`config.mk`:
```
export PLATFORM = sky130hd
export DESIGN_NAME = mem_port_arbiter
export DESIGN_NICKNAME = d
export VERILOG_FILES = /design/src/rtl/mem_port_arbiter_pkg.sv /design/src/rtl/mem_port_arbiter_prio_pick.sv /design/src/rtl/mem_port_arbiter.sv
export SDC_FILE = /design/constraint.sdc
export NUM_CORES = 1
export LEC_CHECK = 0
export CAP_MARGIN = 20
export CORE_AREA = 5 5 125 127
export DETAILED_ROUTE_END_ITERATION = 10
export DIE_AREA = 0 0 130 132
export GPL_TIMING_DRIVEN = 0
export PLACE_DENSITY_LB_ADDON = 0.08
export SLEW_MARGIN = 20
export SYNTH_ARGS = -nofsm -noshare
export SYNTH_HDL_FRONTEND = slang
export SYNTH_SLANG_ARGS = --single-unit
```
`constraint.sdc`:
```
create_clock -name clk -period 2.45 [get_ports clk]
set_input_delay 0.49 -clock clk [delete_from_list [all_inputs] [get_ports clk]]
set_output_delay 0.49 -clock clk [all_outputs]
set_load 0.005 [all_outputs]
```
`src/rtl/mem_port_arbiter_pkg.sv`:
```
// Shared definitions for the memory port arbiter.
//  - arb_state_e  : FSM states (IDLE / ISSUE / WAIT)
//  - OWN_I/OWN_D  : owner code of the transaction in flight
//  - STARVE_CNT_W : width of the starvation counter
package mem_port_arbiter_pkg;

    localparam int STARVE_CNT_W = 4;

    typedef enum logic [1:0] {
        ST_IDLE  = 2'd0,
        ST_ISSUE = 2'd1,
        ST_WAIT  = 2'd2
    } arb_state_e;

    localparam logic OWN_I = 1'b0;
    localparam logic OWN_D = 1'b1;

endpackage

```
`src/rtl/mem_port_arbiter_prio_pick.sv`:
```
// arb_prio_pick: combinational requester selection.
//  D wins unless I is also pending and D has already been granted
//  STARVE_LIMIT times in a row while I waited.
// Ports:
//  i_req, d_req  in   pending requests
//  starve_cnt    in   consecutive D grants taken while I was pending
//  pick_i/pick_d out  one-hot (or zero) selection
module arb_prio_pick
    import mem_port_arbiter_pkg::*;
#(
    parameter int STARVE_LIMIT = 4
) (
    input  logic                    i_req,
    input  logic                    d_req,
    input  logic [STARVE_CNT_W-1:0] starve_cnt,
    output logic                    pick_i,
    output logic                    pick_d
);

    localparam logic [STARVE_CNT_W-1:0] LIMIT_C = STARVE_CNT_W'(STARVE_LIMIT);

    assign pick_d = d_req && (!i_req || (starve_cnt < LIMIT_C));
    assign pick_i = i_req && !pick_d;

endmodule

```
`src/rtl/mem_port_arbiter.sv`:
```
// mem_port_arbiter: shares one single-port memory between the fetch port (I)
// and the load/store port (D). One transaction in flight at a time.
// Ports:
//  clk, rst                          clock, async active-low reset
//  i_req/i_addr -> i_gnt/i_rvalid/i_rdata            fetch side
//  d_req/d_we/d_addr/d_wdata -> d_gnt/d_rvalid/d_rdata  load/store side
//  m_req/m_we/m_addr/m_wdata <- m_gnt/m_rvalid/m_rdata  memory side
//  busy  FSM not idle
//  err   sticky: memory response seen when none was expected
module mem_port_arbiter
    import mem_port_arbiter_pkg::*;
#(
    parameter int ADDR_W       = 32,
    parameter int DATA_W       = 32,
    parameter int STARVE_LIMIT = 4
) (
    input  logic              clk,
    input  logic              rst,
    input  logic              i_req,
    input  logic [ADDR_W-1:0] i_addr,
    output logic              i_gnt,
    output logic              i_rvalid,
    output logic [DATA_W-1:0] i_rdata,
    input  logic              d_req,
    input  logic              d_we,
    input  logic [ADDR_W-1:0] d_addr,
    input  logic [DATA_W-1:0] d_wdata,
    output logic              d_gnt,
    output logic              d_rvalid,
    output logic [DATA_W-1:0] d_rdata,
    output logic              m_req,
    output logic              m_we,
    output logic [ADDR_W-1:0] m_addr,
    output logic [DATA_W-1:0] m_wdata,
    input  logic              m_gnt,
    input  logic              m_rvalid,
    input  logic [DATA_W-1:0] m_rdata,
    output logic              busy,
    output logic              err
);

    localparam logic [STARVE_CNT_W-1:0] LIMIT_C = STARVE_CNT_W'(STARVE_LIMIT);

    arb_state_e              state_q, state_d;
    logic                    owner_q, owner_d;
    logic                    we_q, we_d;
    logic [ADDR_W-1:0]       addr_q, addr_d;
    logic [DATA_W-1:0]       wdata_q, wdata_d;
    logic [STARVE_CNT_W-1:0] starve_q, starve_d;
    logic                    i_rvalid_q, i_rvalid_d;
    logic                    d_rvalid_q, d_rvalid_d;
    logic [DATA_W-1:0]       i_rdata_q, i_rdata_d;
    logic [DATA_W-1:0]       d_rdata_q, d_rdata_d;
    logic                    err_q, err_d;

    logic pick_i, pick_d;

    arb_prio_pick #(
        .STARVE_LIMIT(STARVE_LIMIT)
    ) u_pick (
        .i_req      (i_req),
        .d_req      (d_req),
        .starve_cnt (starve_q),
        .pick_i     (pick_i),
        .pick_d     (pick_d)
    );

    always_comb begin
        state_d    = state_q;
        owner_d    = owner_q;
        we_d       = we_q;
        addr_d     = addr_q;
        wdata_d    = wdata_q;
        starve_d   = starve_q;
        i_rvalid_d = 1'b0;
        d_rvalid_d = 1'b0;
        i_rdata_d  = i_rdata_q;
        d_rdata_d  = d_rdata_q;
        // Any response outside WAIT (including one coinciding with m_gnt
        // in ISSUE) is unexpected and latched as an error.
        err_d      = err_q | (m_rvalid && (state_q != ST_WAIT));
        i_gnt      = 1'b0;
        d_gnt      = 1'b0;
        m_req      = 1'b0;

        unique case (state_q)
            ST_IDLE: begin
                // Grants are combinational, so mask them while reset is held
                // to keep every output quiet during reset.
                i_gnt = pick_i & rst;
                d_gnt = pick_d & rst;
                if (pick_i || pick_d) begin
                    state_d = ST_ISSUE;
                    owner_d = pick_d ? OWN_D : OWN_I;
                    we_d    = pick_d & d_we;
                    addr_d  = pick_d ? d_addr : i_addr;
                    wdata_d = pick_d ? d_wdata : '0;
                    if (pick_d && i_req)
                        starve_d = (starve_q >= LIMIT_C) ? LIMIT_C : starve_q + 1'b1;
                    else
                        starve_d = '0;
                end
            end
            ST_ISSUE: begin
                m_req = 1'b1;
                if (m_gnt) begin
                    if (we_q) begin
                        // Only D issues stores; completion needs no data phase.
                        state_d    = ST_IDLE;
                        d_rvalid_d = 1'b1;
                    end else begin
                        state_d = ST_WAIT;
                    end
                end
            end
            ST_WAIT: begin
                if (m_rvalid) begin
                    state_d = ST_IDLE;
                    if (owner_q == OWN_D) begin
                        d_rvalid_d = 1'b1;
                        d_rdata_d  = m_rdata;
                    end else begin
                        i_rvalid_d = 1'b1;
                        i_rdata_d  = m_rdata;
                    end
                end
            end
            default: state_d = ST_IDLE;
        endcase
    end

    always_ff @(posedge clk or negedge rst) begin
        if (!rst) begin
            state_q    <= ST_IDLE;
            owner_q    <= OWN_I;
            we_q       <= 1'b0;
            addr_q     <= '0;
            wdata_q    <= '0;
            starve_q   <= '0;
            i_rvalid_q <= 1'b0;
            d_rvalid_q <= 1'b0;
            i_rdata_q  <= '0;
            d_rdata_q  <= '0;
            err_q      <= 1'b0;
        end else begin
            state_q    <= state_d;
            owner_q    <= owner_d;
            we_q       <= we_d;
            addr_q     <= addr_d;
            wdata_q    <= wdata_d;
            starve_q   <= starve_d;
            i_rvalid_q <= i_rvalid_d;
            d_rvalid_q <= d_rvalid_d;
            i_rdata_q  <= i_rdata_d;
            d_rdata_q  <= d_rdata_d;
            err_q      <= err_d;
        end
    end

    assign i_rvalid = i_rvalid_q;
    assign i_rdata  = i_rdata_q;
    assign d_rvalid = d_rvalid_q;
    assign d_rdata  = d_rdata_q;
    assign m_we     = we_q;
    assign m_addr   = addr_q;
    assign m_wdata  = wdata_q;
    assign busy     = (state_q != ST_IDLE);
    assign err      = err_q;

endmodule

```
# Yosys cells after proc, flatten, opt, wreduce, memory -nomap -nowiden
# Index checks and enable logic that the tools add are counted.
# totals
out_inout_bits	136
inputBits	135
register_bits	139
word_cells	60
# classes
n_addsub	1
eq_ne	6
bitwise_logic	5
n_reduce_logical	14
magnitude_cmp	2
muxes	21
# ops
cell	count
32-bit two-way mux	2
1-bit two-way mux	11
3-bit AND reduction	3
2-bit two-way mux	4
4-bit two-way mux	2
2-bit inequality test (second input constant)	4
2-bit case mux with 3 select lines	1
4-bit by 1-bit adder with 4-bit output (second input constant)	1
4-bit by 3-bit >= comparator with 1-bit output (second input constant)	1
1-bit logical AND	4
4-bit by 3-bit less-than comparator with 1-bit output (second input constant)	1
1-bit AND	3
2-bit by 1-bit equality test with 1-bit output (second input constant)	1
2-bit equality test (second input constant)	1
1-bit logical NOT	2
2-bit logical NOT	1
1-bit logical OR	2
1-bit case mux with 2 select lines	1
2-bit AND reduction	1
2-bit nonzero test	1
1-bit inverter	1
1-bit bitwise OR	1

# Depth between registers and ports, before layout
# Gate-level depths: netlist (run 1).
# logic_depth
word_depth	8
ltp_mapped	6
depth_no_buf	5

# By module
# Synthesis (run 1) repeated with hierarchy kept, for this count alone.
# unflattened
cells_unflattened	400
hier_area_um2	5731.7
# modules_own_cells
module	area_per_inst_um2	cells_each	n_inst	seq_area_each_um2
mem_port_arbiter	5709.2	396	1	3478.3
arb_prio_pick	22.5	4	1	0.0

# Worst setup path after synthesis (run 1)
# OpenSTA, ideal clock, no wires.
# synth_timing
path_type	reg2out
startpoint	register state_q[0]
endpoint	output i_gnt
path_slack_ns	0.639
arrival_time_ns	1.321
path_stages_with_launch	7
n_path_buf	2
required_ns	1.960
path_cell_list	dfrtp_1 > inv_1 > ha_1 > buf_2 > buf_1 > nand3_1 > nor2_1
# synth_between
elab_chain_cells	2
# synth_lines
item	line_no	rtl
from (decl)	mem_port_arbiter.sv:44	arb_state_e state_q, state_d;
from (signal assigned)	mem_port_arbiter.sv:146	state_q <= state_d;
2-bit logical NOT	mem_port_arbiter.sv:86	unique case (state_q)
1-bit two-way mux	mem_port_arbiter.sv:86	
to (decl)	mem_port_arbiter.sv:21	output logic i_gnt,
# Every way passes these cells.

# Worst setup path in the final report (run 1)
# layout_timing
startpoint	register state_q[1]
endpoint	output m_req
# layout_between
elab_chain_cells	2
# layout_lines
item	line_no	rtl
2-bit by 1-bit equality test with 1-bit output	mem_port_arbiter.sv:86	
1-bit two-way mux	mem_port_arbiter.sv:86	
to (decl)	mem_port_arbiter.sv:31	output logic m_req,
# Every way passes these cells.

==> results of run 1 <==
## Yosys cell counts
cell / n / share of area [%]
o21ai_4: 1 / 0.29
mux2_2: 1 / 0.20
nand2_1: 64 / 4.3
ha_1: 4 / 0.89
and3_1: 1 / 0.11
o32a_1: 1 / 0.18
nor2_1: 2 / 0.13
o21a_1: 1 / 0.13
clkbuf_1: 13 / 0.87
buf_2: 17 / 1.5
a22o_1: 35 / 5.4
nand3_1: 4 / 0.36
buf_6: 4 / 0.80
dfrtp_1: 139 / 62
mux2i_1: 1 / 0.18
mux2_1: 64 / 13
nand4_1: 32 / 3.6
buf_4: 1 / 0.13
a21o_1: 2 / 0.27
o21ai_2: 1 / 0.16
a21boi_1: 1 / 0.13
a211oi_1: 1 / 0.13
o211ai_1: 32 / 4.3
nor3_1: 2 / 0.18
nand2b_1: 1 / 0.11
buf_1: 1 / 0.067
nor2b_1: 2 / 0.22
inv_1: 5 / 0.33
nand3b_1: 1 / 0.13
and2_1: 3 / 0.33
## cell families (layout without fill, tap and decap cells)
family,count (synthesis),after routing,synth area share [%]
simple gates,112,112,9.404
flops,139,139,61.81
compound gates,75,75,11.00
fa+ha+maj,4,4,0.8893
mux,66,66,13.18
buf+inv,41,348,3.713
## where the power goes
part	leakage, nW	internal (mW)	switching [mW]
clock	0.278	1.50	0.964
sequential	1.72	3.40	0.593
combinational	2.01	3.00	1.80
total	4.01	7.90	3.36
## final cells by class
class / count / area, sq um / area share, %
timing repair buffer: 278 / 2835 / 30.52
inverter: 5 / 18.77 / 0.2020
sequential: 139 / 3478 / 37.45
clock inverter: 10 / 90.09 / 0.9698
buffer: 33 / 193.9 / 2.088
tap: 184 / 230.2 / 2.478
multi-input combinational: 257 / 1958 / 21.08
clock buffer: 22 / 484.2 / 5.213
## flip-flops by register name (all words and copies together), names as in the netlist
signal,count
i_rvalid,1
state_q,2
i_rdata,32
m_addr,32
m_wdata,32
d_rvalid,1
starve_q,4
m_we,1
owner_q,1
err,1
d_rdata,32
## worst paths after layout
| kind | to | cells after the start | startpoint |
|---|---|---|---|
| hold reg to reg | err$_DFF_PN0_ | 1 | err$_DFF_PN0_ |
| min in group clk | err$_DFF_PN0_ | 1 | err$_DFF_PN0_ |
| setup reg to reg | i_rdata[7]$_DFFE_PN0P_ | 5 | state_q[0]$_DFFE_PN0P_ |
| setup / recovery | m_req | 4 | state_q[1]$_DFFE_PN0P_ |
| max in group asynchronous | i_rdata[14]$_DFFE_PN0P_ | 2 | rst |
| hold / removal | d_rdata[15]$_DFFE_PN0P_ | 2 | rst |
## worst max-delay path: stages, from the launching register on
cell	delay, ns
dfrtp_1	0.39
inv_2	0.09
buf_4	0.11
ha_1	0.18
clkdlybuf4s50_1	0.55
## routing by layer
layer / vias to the layer above / routed length (um)
li1: 2179 / -
met1: 2351 / 6758
met2: 185 / 8680
met3: 22 / 1425
met4: 0 / 323
met5: - / 0
## timing repair
item | CTS | global route
endpoints found under the setup margin | 3 | 2
buffers inserted | 5 | 1
pin swaps | 2 | 1
gates cloned | 1 | 0
gates resized for setup | 10 | 4
hold endpoints to repair | 46 | 0
hold buffers | 1 | 0
==> impl_metrics.py, run 1 <==
metrics = {
    "yosys": {
        "syn-cell-area_sq_um": 5628,
        "yosys_warnings": 0,
        "ys_ff_latch": 139,
        "yosysSeqAreaShare_pct": 61.81,
        "synth.distinct_cells": 30,
        "synthesis.nets": 576,
        "synth_cells": 437,
        "avgSynthCellArea_sq_um": 12.88,
    },
    "sta": {
        "period_needed_ns": 2.226,
        "relSlewSlack_pct": 68.26,
        "rsz0062_at_grt": "false",
        "hold_slack_ns": 0.08548,
        "hold_viol_final": 0,
        "setup_viol": 0,
        "worst_slack_ns": 0.2242,
        "tightest_slew_ns": 0.4762,
        "setup-tns-final_ns": 0,
        "slew_viol_final": 0,
        "fin_crit_sh_pct": 90.85,
        "max_freq_mhz": 449.3,
        "fin_skew_ns": 0.007167,
    },
    "pwr": {
        "pwr_density_cell_nw_per_um2": 1212,
        "p_total_mw": 11.26,
        "ir_drop_mv": 0.5096,
        "p_leak_nw": 4.006,
    },
    "layout": {
        "drive_gt1_share_pct": 9.140,
        "fin_cells": 928,
        "post-route-util_pct": 64.90,
        "design_area_sq_um": 9289,
        "antenna_cells": 0,
        "synthToLayoutAreaGrowth_pct": 65.05,
        "fillCellCount": 1138,
        "final_nets": 870,
        "final_common_cell": "clkdlybuf4s50_1",
        "final_cell_mix": "clkdlybuf4s50_1 (266), dfrtp_1 (139), mux2_1 (64), nand2_1 (64), a22o_1 (35)",
    },
    "placement": {
        "dp_slack_ns": -0.3534,
        "dpl-instance-area_sq_um": 8583,
        "placed_cells": 891,
        "portBuffers": 269,
        "place.gp.congestion": 0.8204,
        "dpl.hpwl_mm": 12.65,
    },
    "grt": {
        "groute.layer.met3.usage_pct": 7.253,
        "grt_max_degree": 48,
        "use_met1_pct": 24.23,
        "grt_pass1_vias": 5103,
        "gr-total-overflow": 0,
        "antenna_found_initial": 0,
        "grt_use_total_pct": 20.28,
        "use_met2_pct": 33.98,
        "grt_pass1_wl_mm": 27.39,
        "top_usage_layer": "met2",
    },
    "run": {
        "maxCapViolations": 0,
    },
    "cts": {
        "clk_pin_slew_worst_paths_ns": 0.06,
        "cts_buffers": 17,
        "cts_sinks": 139,
        "cts_tree": "done",
        "root_buffer": "clkbuf_16",
        "clockBufferDepth": 2,
        "clk_latency_ns": 0.41,
        "h-tree-depth": 4,
    },
    "floorplan": {
        "core_area_sq_um": 14310,
        "rows": 44,
        "ios": 271,
        "die_y_um": 132,
        "start_util_pct": 39.32,
        "fp.dieW_um": 130,
        "dieArea_sq_um": 17160,
    },
    "hold_path": {
        "min_path_type": "input port to async pin",
    },
    "drt": {
        "ant_nets": 0,
        "vias": 4737,
        "first_pass_iters": 4,
        "viasPerCell": 5.105,
        "wl_mm": 17.19,
        "dr.first_iter.drc_count": 158,
        "routedWlPerCell_um": 18.52,
        "drc": 0,
    },
    "setup_path": {
        "r2r_slack_ns": 0.71,
        "worst_setup_path_end_kind": "output port",
        "cp.arrival_ns": 1.74,
        "start_kind": "flip-flop",
        "crit_required_ns": 1.96,
        "critical_path.max_fanout": 4,
        "path_class": "flip-flop to output port",
    },
    "status": {
        "outcome": "complete, no violations",
    },
}
Note: power is estimated with default switching activity, not from simulation.
==> run 2: changes to the inputs <==
--- a/config.mk
+++ b/config.mk
@@ -11,6 +11,7 @@
 export DIE_AREA = 0 0 130 132
 export GPL_TIMING_DRIVEN = 0
 export PLACE_DENSITY_LB_ADDON = 0.08
+export SETUP_SLACK_MARGIN = 0.1
 export SLEW_MARGIN = 20
 export SYNTH_ARGS = -nofsm -noshare
 export SYNTH_HDL_FRONTEND = slang
==> impl_metrics.py, run 2 (synthesized netlist as in run 1, its figures left out) <==
metrics = {
    "status": {
        "outcome": "complete, no violations",
    },
    "sta": {
        "period_needed_ns": 2.267,
        "slew_viol_final": 0,
        "rsz0062_at_grt": "true",
        "setup-tns-final_ns": 0,
        "tightest_slew_ns": 0.4936,
        "worst_slack_ns": 0.1825,
        "max_freq_mhz": 441.0,
        "relSlewSlack_pct": 67.10,
        "fin_skew_ns": 0.006774,
        "setup_viol": 0,
        "hold_viol_final": 0,
        "fin_crit_sh_pct": 92.55,
    },
    "pwr": {
        "pwr-share-clk_pct": 21.9,
        "internal-power_mw": 7.901,
        "pwr_density_cell_nw_per_um2": 1211,
        "seq_power_share_pct": 35.5,
        "ir_drop_mv": 0.5097,
        "p_leak_nw": 3.987,
        "p_switching_mw": 3.353,
        "switching_share_pct": 29.80,
        "comb_power_share_pct": 42.6,
    },
    "cts": {
        "cts_tree": "done",
        "h-tree-depth": 4,
        "cts_buffers": 17,
        "root_buffer": "clkbuf_16",
        "clk_latency_ns": 0.41,
        "clockBufferDepth": 2,
        "clk_pin_slew_worst_paths_ns": 0.06,
        "cts_sinks": 139,
    },
    "placement": {
        "dpl.hpwl_mm": 12.65,
        "dpl-instance-area_sq_um": 8583,
        "place.gp.congestion": 0.8204,
        "dp_slack_ns": -0.3534,
        "portBuffers": 269,
    },
    "layout": {
        "drive_gt1_share_pct": 9.626,
        "final_nets": 874,
        "final_common_cell": "clkdlybuf4s50_1",
        "synthToLayoutAreaGrowth_pct": 65.16,
        "post-route-util_pct": 64.94,
        "final_cell_mix": "clkdlybuf4s50_1 (265), dfrtp_1 (139), mux2_1 (64), nand2_1 (64), a22o_1 (35)",
        "design_area_sq_um": 9295,
    },
    "floorplan": {
        "die_y_um": 132,
        "fp.dieW_um": 130,
        "rows": 44,
        "core_area_sq_um": 14310,
        "start_util_pct": 39.32,
        "ios": 271,
        "dieArea_sq_um": 17160,
    },
    "drt": {
        "first_pass_iters": 4,
        "vias": 4734,
        "viasPerCell": 5.074,
        "dr.first_iter.drc_count": 164,
        "routedWlPerCell_um": 18.31,
        "ant_nets": 0,
        "wl_mm": 17.08,
        "drc": 0,
    },
    "setup_path": {
        "critPathMaxStageDelay_ns": 0.39,
        "crit_required_ns": 1.96,
        "cp.arrival_ns": 1.78,
        "crit_chain": "inv_2 > ha_4 > and3_4 > buf_6 > buf_8 > and2_1 > clkdlybuf4s15_1",
        "crit_slowest_cell": "dfrtp_1",
        "worst_setup_path_end_kind": "output port",
        "critical_path.max_fanout": 6,
        "r2r_slack_ns": 0.73,
        "path_class": "flip-flop to output port",
        "start_kind": "flip-flop",
    },
    "grt": {
        "grt_max_degree": 95,
        "antenna_found_initial": 1,
        "grt_use_total_pct": 20.08,
        "gr-total-overflow": 0,
        "grt_pass1_vias": 5104,
        "grt_pass1_wl_mm": 27.18,
    },
    "run": {
        "maxCapViolations": 0,
    },
    "hold_path": {
        "min_path_type": "input port to async pin",
    },
}
==> run 2: cell type report <==
| class | count | area (sq um) |
|---|---|---|
| Antenna cell | 1 | 2.502 |
| Buffer | 35 | 215.2 |
| Clock buffer | 22 | 484.2 |
| Clock inverter | 10 | 90.09 |
| Fill cell | 1131 | 5019 |
| Inverter | 5 | 18.77 |
| Multi-Input combinational cell | 257 | 1958 |
| Sequential cell | 139 | 3478 |
| Tap cell | 184 | 230.2 |
| Timing Repair Buffer | 280 | 2818 |
==> run 2: worst paths after layout <==
check,end,startpoint,cells after the start
worst min-delay path,d_rdata[15]$_DFFE_PN0P_,rst,2
worst max register to register,i_rdata[7]$_DFFE_PN0P_,state_q[0]$_DFFE_PN0P_,5
worst max-delay path,d_gnt,state_q[1]$_DFFE_PN0P_,7
worst min register to register,err$_DFF_PN0_,err$_DFF_PN0_,1
max in group asynchronous,m_wdata[14]$_DFFE_PN0P_,rst,2
min in group clk,err$_DFF_PN0_,err$_DFF_PN0_,1
==> run 2: power groups by stage <==
stage / Clock (mW) / Sequential (mW) / Combinational, mW
detailed placement: 0 / 4.03 / 4.76
global route: 2.62 / 4.13 / 5.21
global placement: 0 / 3.98 / 4.67
CTS: 2.51 / 4.01 / 4.86
floorplan: 0 / 4.06 / 1.64
finish: 2.46 / 4.00 / 4.79
==> run 2: critical path: cells and delay by family, from the launching register on <==
family,cells,cell delay (ns)
fa+ha+maj,1,0.18
flops,1,0.39
buf+inv,4,0.49
simple gates,2,0.30
==> run 2: metal layers <==
layer	vias to the layer above	wire [um]	global-route usage [%]
met5	-	0	0
li1	2189	-	-
met1	2330	6743	24.00
met3	22	1456	7.253
met2	193	8558	33.55
met4	0	323	6.524
==> run 2: repair_timing <==
action	in CTS	in global routing
endpoints found under the setup margin	3	1
buffers inserted	6	3
hold buffers	1	0
hold endpoints to repair	46	0
cloned	0	0
gates resized for setup	16	2
pin swaps	1	1
==> run 2: per-stage QoR <==
step	power, mW	hold slack, ns	instances
after global placement	8.644	0.4377	890
after detailed placement	8.791	0.4210	891
after CTS	11.37	0.07691	929
final	11.25	0.08369	933
after global routing	11.96	0.08872	933
after floorplan	5.708	0.1944	437
